File: src/rtl/data_sram_req_ctrl.sv
// rtl/data_sram_req_ctrl.sv - single-outstanding load/store request controller for the SRAM-like data bus
// Holds one request on the bus, waits for data_ok, and keeps the response until MEM consumes it.
module data_sram_req_ctrl #(
   parameter int ADDR_W = 32,
   parameter int DATA_W = 32
) (
   input  logic                clk,
   input  logic                resetn,
   input  logic                req_valid,
   output logic                req_ready,
   input  logic                req_wr,
   input  logic [1:0]          req_size,
   input  logic [ADDR_W-1:0]   req_addr,
   input  logic [DATA_W/8-1:0] req_wstrb,
   input  logic [DATA_W-1:0]   req_wdata,
   input  logic                flush,
   output logic                resp_valid,
   output logic [DATA_W-1:0]   resp_rdata,
   input  logic                resp_ready,
   output logic                busy,
   output logic                data_sram_req,
   output logic                data_sram_wr,
   output logic [1:0]          data_sram_size,
   output logic [ADDR_W-1:0]   data_sram_addr,
   output logic [DATA_W/8-1:0] data_sram_wstrb,
   output logic [DATA_W-1:0]   data_sram_wdata,
   input  logic                data_sram_addr_ok,
   input  logic                data_sram_data_ok,
   input  logic [DATA_W-1:0]   data_sram_rdata
);

   localparam logic [2:0] S_IDLE = 3'd0;
   localparam logic [2:0] S_ADDR = 3'd1;
   localparam logic [2:0] S_WAIT = 3'd2;
   localparam logic [2:0] S_RESP = 3'd3;
   localparam logic [2:0] S_DROP = 3'd4;

   logic [2:0] state;
   logic [2:0] state_nxt;
   logic       cancel;
   logic       cancel_nxt;
   logic       capture;
   logic       fire;
   logic       local_store;

   // resetn gating keeps every output low while reset is held
   assign req_ready     = resetn && !flush &&
                          ((state == S_IDLE) || ((state == S_RESP) && resp_ready));
   assign fire          = req_valid && req_ready;
   assign local_store   = req_wr && (req_wstrb == '0);
   assign data_sram_req = (state == S_ADDR);
   assign resp_valid    = (state == S_RESP);
   assign busy          = (state != S_IDLE);

   always_comb begin
      state_nxt  = state;
      cancel_nxt = cancel;
      capture    = 1'b0;
      case (state)
         S_IDLE: begin
            if (fire) state_nxt = local_store ? S_RESP : S_ADDR;
         end
         S_ADDR: begin
            // req is never withdrawn before addr_ok; a flush only marks the op as cancelled
            if (data_sram_addr_ok) begin
               if (cancel || flush) begin
                  state_nxt  = data_sram_data_ok ? S_IDLE : S_DROP;
                  cancel_nxt = !data_sram_data_ok;
               end else if (data_sram_data_ok) begin
                  state_nxt = S_RESP;
                  capture   = 1'b1;
               end else begin
                  state_nxt = S_WAIT;
               end
            end else if (flush) begin
               cancel_nxt = 1'b1;
            end
         end
         S_WAIT: begin
            if (data_sram_data_ok) begin
               if (flush) begin
                  state_nxt = S_IDLE;
               end else begin
                  state_nxt = S_RESP;
                  capture   = 1'b1;
               end
            end else if (flush) begin
               state_nxt  = S_DROP;
               cancel_nxt = 1'b1;
            end
         end
         S_RESP: begin
            if (flush) begin
               state_nxt = S_IDLE;
            end else if (resp_ready) begin
               if (fire) state_nxt = local_store ? S_RESP : S_ADDR;
               else      state_nxt = S_IDLE;
            end
         end
         S_DROP: begin
            if (data_sram_data_ok) begin
               state_nxt  = S_IDLE;
               cancel_nxt = 1'b0;
            end
         end
         default: begin
            state_nxt  = S_IDLE;
            cancel_nxt = 1'b0;
         end
      endcase
   end

   always_ff @(posedge clk or negedge resetn) begin
      if (!resetn) begin
         state           <= S_IDLE;
         cancel          <= 1'b0;
         resp_rdata      <= '0;
         data_sram_wr    <= 1'b0;
         data_sram_size  <= '0;
         data_sram_addr  <= '0;
         data_sram_wstrb <= '0;
         data_sram_wdata <= '0;
      end else begin
         state  <= state_nxt;
         cancel <= cancel_nxt;
         if (fire) begin
            data_sram_wr    <= req_wr;
            data_sram_size  <= req_size;
            data_sram_addr  <= req_addr;
            data_sram_wstrb <= req_wstrb;
            data_sram_wdata <= req_wdata;
         end
         if (capture) begin
            resp_rdata <= data_sram_wr ? '0 : data_sram_rdata;
         end else if (fire && local_store) begin
            resp_rdata <= '0;
         end
      end
   end

endmodule

File: config.mk
export PLATFORM = sky130hd
export DESIGN_NAME = data_sram_req_ctrl
export DESIGN_NICKNAME = d
export VERILOG_FILES = /design/src/rtl/data_sram_req_ctrl.sv
export SDC_FILE = /design/constraint.sdc
export NUM_CORES = 1
export LEC_CHECK = 0
export BUFFER_PORTS_ARGS = -buffer_cell sky130_fd_sc_hd__buf_4
export CAP_MARGIN = 20
export CORE_ASPECT_RATIO = 1.4
export CORE_MARGIN = 2
export CORE_UTILIZATION = 41
export DETAILED_ROUTE_END_ITERATION = 8
export PLACE_DENSITY_LB_ADDON = 0.25
export SLEW_MARGIN = 20
export SYNTH_ARGS = -nofsm -noshare
export SYNTH_HDL_FRONTEND = slang
export SYNTH_SLANG_ARGS = --single-unit
File: constraint.sdc
create_clock -name clk -period 2 [get_ports clk]
set_input_delay 0.3 -clock clk [delete_from_list [all_inputs] [get_ports clk]]
set_output_delay 0.3 -clock clk [all_outputs]
set_load 0.05 [all_outputs]
==> impl_results.md, run 1 <==
- Status: complete, no violations
- Diode count: 0
- Final min period: approximately 1.9 ns
- F_max: around 520 MHz
- Post-route DRC: 0
- Seq pwr share: 0.294
- TritonCTS clock tree: done
- Pre-Repair DR Iteration Count: 4
- Hold slack: roughly 0.071 ns
- Total negative slack: 0 ns
- Global-route wire length before repair: 16.2 mm
- Nets: 622
- Clock transition at path regs: 0.07 ns
- Vias: around 3,300
- Max Cap Viol: 0
- Clock power share: 0.146
- Leading area contributor after synthesis: dfrtp_1
- Crit-path cells: or2_1, a2111oi_4, buf_4, buf_12, buf_12, mux2_2
- Top post-synthesis cells by count: 107 x dfrtp_1, 71 x mux2_2, 32 x a22o_1
- Largest cells by area after synthesis: dfrtp_1 64%, mux2_2 19%, a22o_1 6.7%
- GRT Total Usage: 0.194
- Comb pwr share: 0.559
- Multi-input logic area: roughly 1400 um2
- Hold_buf cts: 0
- Critical Path Sink Type: register
- #FFs+latches synth: 107
- Placer congestion estimate: approximately 0.84
- CP Class: register to register
- Sequential area share after synthesis: 0.640
- Pleak: 3.19 nW
- Hold Path Class: input pin to async pin
- Final period util: 0.965
- Clk sinks: approximately 110
- Clock buffer depth: 2
- EDFF count, synth: 0
- Slowest Stage Delay on Critical Path: ~0.4 ns
- Final setup fails: 0
- H-tree levels: 3
- NetSw: around 6 mW
- Vias/cell: roughly 5.0
- Filler instances: 790
- Worst Setup Start Kind: register
- Core footprint: 9900 um2
- Initial Util: 0.422
- CTS Buf Count: 9
- Synth warn: 0
- Die Y: about 120 um
- Worst Skew: between 0.009 and 0.01 ns
- Number of global-route vias before repair: 3,271
- Slew headroom: 0.494
- Mapped Cells: 283
- First-iteration detailed-routing DRC count: 120
- Area growth syn-to-layout: 54.9%
- Pwr dens: about 2000 nW/um2
- RSZ-0062 raised after global routing: no
- Async SR Flop Fraction: 1.00
- Fraction of layout instances using a drive strength above 1: 0.632
- Syn Nets: ~390
- Cell with the most instances after synthesis: dfrtp_1
- Hold Fails Final Rpt: 0
- Most common cell on crit path: buf_12
- Cell area after synthesis: ~4200 um2
- Yosys cell types: 31
- DRT Wirelength: about 11 mm
- Rows: 43
- Worst EP arrival: between 2 and 2.5 ns
- Die area: 11,000 um2
- Syn Area/Cell: between 10 and 15 um2
- Main synth FF type: dfrtp_1
- VDD IR-drop max: about 1.2 mV
- Antenna Violating Nets Remaining: 0
- Die width: a little under 90 um
- Pint: between 6 and 7 mW
- Root buffer cell: clkbuf_16
- Clock latency at the later pin of the worst-skew pair: between 0.3 and 0.4 ns
- Worst reg2reg path depth: 6
- Share of the synthesized area in the top cell type: 0.640
- Switching Fraction: 0.482
- Worst slew pin tran: between 0.7 and 0.8 ns
- I/O pins: 217
- CP max-delay cell: dfrtp_1
- DP Wirelength: between 8 and 9 mm
- Drt wl/cell: about 17 um
- Pin count of the biggest net entering global routing: 62
- Initial antenna violation count: 0
- CP max FO: 16
- Final global-route overflow total: 0
- PortBufs: roughly 220
- Required time of the critical path: ~2.2 ns
- Reg area: approximately 2700 um2
- Final Slew Violations: 0
## repair_timing
item                       CTS  global route
pin swaps                    1             1
gates cloned                 0             1
setup buffers                3             1
resized for setup            0             1
setup endpoints to repair   26            98
## metal layers
metal  track usage  vias to the layer above  part of all wire
met4        0.0858                        0             0.024
met1         0.225                     1644              0.36
met5             0                        -                 0
met2         0.337                      130              0.56
met3        0.0454                       20             0.060
li1              -                     1494                 -
## power by group through the flow
| stage | registers, mW | clock network, mW | logic, mW |
|---|---|---|---|
| 3_3_place_gp | 3.72 | 0 | 7.01 |
| 2_1_floorplan | 7.14 | 0 | 1.34 |
| 5_1_grt | 3.85 | 1.98 | 7.34 |
| 4_1_cts | 3.73 | 1.91 | 7.12 |
| 3_5_place_dp | 3.75 | 0 | 7.11 |
| 6_report | 3.73 | 1.85 | 7.09 |
## state kept, by name, indices dropped and copies added, names as in the netlist
register,cells
cancel,1
data_sram_addr,32
data_sram_size,2
data_sram_wdata,32
data_sram_wr,1
data_sram_wstrb,4
resp_rdata,32
state,3
## logic make-up (layout without fill, tap and decap cells)
kind of cell,after synthesis,count (layout),share of synthesized area
buffers and inverters,20,254,0.0203
multiplexers,73,73,0.196
AND/OR/NAND/NOR,33,33,0.0446
AO/OA/AOI/OAI,50,50,0.0987
flip-flops,107,107,0.640
## layout make-up
class / instances / share of cell area
Multi-Input combinational cell: 156 / 0.223
Clock inverter: 7 / 0.0143
Inverter: 2 / 0.00116
Tap cell: 135 / 0.0261
Clock buffer: 9 / 0.0348
Sequential cell: 107 / 0.413
Timing Repair Buffer: 236 / 0.288
## cells in the final DEF, fill, tap and decap left out, types with 3 or more instances in the layout
cell type	instances
o21ai_0	8
nor2b_1	3
a22o_1	32
nor2_1	6
buf_4	229
a21oi_1	3
clkbuf_16	10
dfrtp_1	107
buf_12	6
mux2_2	71
nand3b_1	3
nand2_1	5
## final timing paths
check,from,endpoint,slack (ns)
min in group clk,data_sram_rdata[9],resp_rdata[9],0.17
worst min register to register,resp_rdata[1],resp_rdata[1],0.50
max in group asynchronous,resetn,data_sram_addr[21],1.36
worst max-delay path,state[0],data_sram_wdata[6],0.07
worst min-delay path,resetn,state[0],0.07
worst max register to register,state[0],data_sram_wdata[6],0.07
## metrics by stage
step	instance area (um2)	cells	util	total power [mW]	setup slack [ns]
2_1_floorplan	4190	283	-	8.48	0.0698
3_3_place_gp	6100	631	0.616	10.7	0.0565
3_5_place_dp	6100	631	0.616	10.9	0.0180
4_1_cts	6440	650	0.651	12.8	0.00178
5_1_grt	6480	652	0.654	13.2	0.00932
6_report	6480	652	0.654	12.7	0.0695
## critical path: cells and delay by family (launching register included)
family	cells	cell delay, ns
flip-flops	1	0.40
AO/OA/AOI/OAI	1	0.29
buffers and inverters	3	0.48
AND/OR/NAND/NOR	1	0.29
multiplexers	1	0.35
No activity file was read; power rests on OpenSTA's default activity.
==> run 2, diff against run 1 <==
==> constraint.sdc (replaced) <==
create_clock -name clk -period 2 [get_ports clk]
set_input_delay 0.2 -clock clk [delete_from_list [all_inputs] [get_ports clk]]
set_output_delay 0.2 -clock clk [all_outputs]
set_load 0.05 [all_outputs]
==> run 2 against run 1 <==
First-iteration DRC count down 18%. Critical path type unchanged. Count of clock-buffer cells in the layout up 1. Clock skew down 0.0010 ns. Highest routed layer unchanged. Largest cell class unchanged. Global-route usage down 0.12 points. The flow now finishes with violations (negative hold slack, negative setup slack). Fmax down 5.3%.
==> impl_results.md, run 2 (synthesized netlist as in run 1, its figures left out) <==
- Worst Skew: 0.00827 ns (-0.00102 ns)
- I/O pins: 217 (unchanged)
- Post-route DRC: 0 (unchanged)
- Final Slew Violations: 0 (unchanged)
- Drt wl/cell: 19.1 um (+13%)
- CP Class: register to register
- CP max FO: 10 (-6)
- Slew headroom: 0.517 (+0.0228)
- Vias: 3,448 (+4.9%)
- Max Cap Viol: 0 (unchanged)
- Nets: 634 (+1.9%)
- Worst slew pin tran: 0.723 ns (-0.0355 ns)
- VDD IR-drop max: 1.18 mV (-2.6%)
- Antenna Violating Nets Remaining: 0 (unchanged)
- Fraction of layout instances using a drive strength above 1: 0.645 (+0.0121)
- Number of global-route vias before repair: 3,419 (+4.5%)
- Pleak: 3.43 nW (+7.4%)
- Worst EP arrival: 2.27 ns (+0.11 ns)
- Final min period: 2.04 ns (+0.108 ns)
- Worst Setup Start Kind: register
- Critical Path Sink Type: register
- Die width: 89.4 um (unchanged)
- Most common cell after layout, fill and taps aside: buf_4
- CTS Buf Count: 9 (unchanged)
- Final setup fails: 21 (+21)
- Clock latency at the later pin of the worst-skew pair: 0.35 ns (about the same)
- Area growth syn-to-layout: 63.7%
- Diode count: 0 (unchanged)
- Hold Fails Final Rpt: 2 (+2)
- H-tree levels: 3 (unchanged)
- DRT Wirelength: 12.7 mm (+15%)
- Die Y: 123 um (unchanged)
- RSZ-0062 raised after global routing: yes
- Most frequent cells in the layout: 232 x buf_4, 106 x dfrtp_1, 55 x mux2_4, 32 x a22o_1, 16 x mux2_2
- Biggest regs: data_sram_addr: 32 flops, data_sram_wdata: 32 flops, resp_rdata: 32 flops
- Status: complete, but fails checks
- Vias/cell: 5.19 (+3.0%)
- Final global-route overflow total: 0 (unchanged)
- Hold Path Class: input pin to async pin
- Pin count of the biggest net entering global routing: 56 (-9.7%)
- Clk sinks: 107 (unchanged)
- Final period util: 1.02 (+0.0539)
- PortBufs: 216 (unchanged)
- Global-route wire length before repair: 16.3 mm (+0.94%)
- Initial antenna violation count: 0 (unchanged)
- TritonCTS clock tree: done
- Total negative slack: -0.442 ns (-0.442 ns)
- DP Wirelength: 8.14 mm (-1.4%)
- Placer congestion estimate: 0.785 (-6.7%)
- Clock buffer depth: 2 (unchanged)
- Setup slack after layout: -0.0382 ns (-0.108 ns)
- Root buffer cell: clkbuf_16
- First-iteration detailed-routing DRC count: 99 (-18%)
- Rows: 43 (unchanged)
- GRT Total Usage: 0.193 (-0.00119)
- Die area: 11,000 um2 (unchanged)
- F_max: 491 MHz (-5.3%)
- Core footprint: 9900 um2 (unchanged)
- Failing checks: negative hold slack, negative setup slack
- Pre-Repair DR Iteration Count: 4 (unchanged)
- Pwr dens: 1930 nW/um2 (-1.4%)
- Clock transition at path regs: 0.07 ns (about the same)
- Required time of the critical path: 2.23 ns (about the same)
- Hold slack: -0.00481 ns (-0.0753 ns)
- Initial Util: 0.422 (unchanged)
run 2: layout make-up:
type | instances | area (um2)
Inverter | 2 | 7.51
Tap cell | 135 | 169
Clock buffer | 10 | 239
Fill cell | 771 | 3060
Clock inverter | 6 | 71.3
Multi-Input combinational cell | 158 | 1680
Sequential cell | 107 | 2680
Timing Repair Buffer | 246 | 2000
run 2: worst paths after layout:
kind / start / endpoint / slack (ns) / depth (start not counted)
worst max-delay path: state[1] / data_sram_addr[17] / -0.04 / 5
worst min-delay path: resetn / state[2] / -0.005 / 2
worst max register to register: state[1] / data_sram_addr[17] / -0.04 / 5
worst min register to register: resp_rdata[8] / resp_rdata[8] / 0.50 / 1
max in group asynchronous: resetn / data_sram_wdata[13] / 0.85 / 3
min in group clk: data_sram_rdata[30] / resp_rdata[30] / 0.08 / 2
run 2: through the flow:
step	power [mW]	util	instance area [um2]	worst slack (ns)	std cells
2_1_floorplan	8.48	-	4180	0.0193	283
3_3_place_gp	10.7	0.612	6060	-0.0275	631
3_5_place_dp	10.8	0.613	6070	-0.0346	632
4_1_cts	12.7	0.646	6400	-0.00109	649
5_1_grt	13.7	0.691	6840	-0.0912	664
6_report	13.2	0.691	6840	-0.0382	664
run 2: layer usage:
metal | track usage | vias to the layer above | wire, um
li1 | - | 1514 | -
met4 | 0.0709 | 0 | 201
met3 | 0.0688 | 18 | 1030
met2 | 0.318 | 149 | 6620
met1 | 0.230 | 1767 | 4850
met5 | 0 | - | 0
run 2: power breakdown:
part           internal (mW)  leakage, nW  switching (mW)  total (mW)
registers               3.17         1.32           0.621        3.79
logic                   2.77         1.96            4.78        7.55
clock network           1.02        0.151           0.833        1.86
total                   6.96         3.43            6.23        13.2
run 2: timing repair:
action / in CTS / in global routing
cloned: 0 / 11
pin swaps: 0 / 2
buffers inserted: 1 / 4
hold buffers: 0 / 0
endpoints found under the setup margin: 83 / 84
gates resized for setup: 3 / 64
run 2: worst max-delay path: stages (launching register included):
cell and delay, ns:
dfrtp_2 0.45, or2_4 0.26, a2111oi_4 0.47, buf_6 0.23, clkbuf_16 0.18, mux2_2 0.33
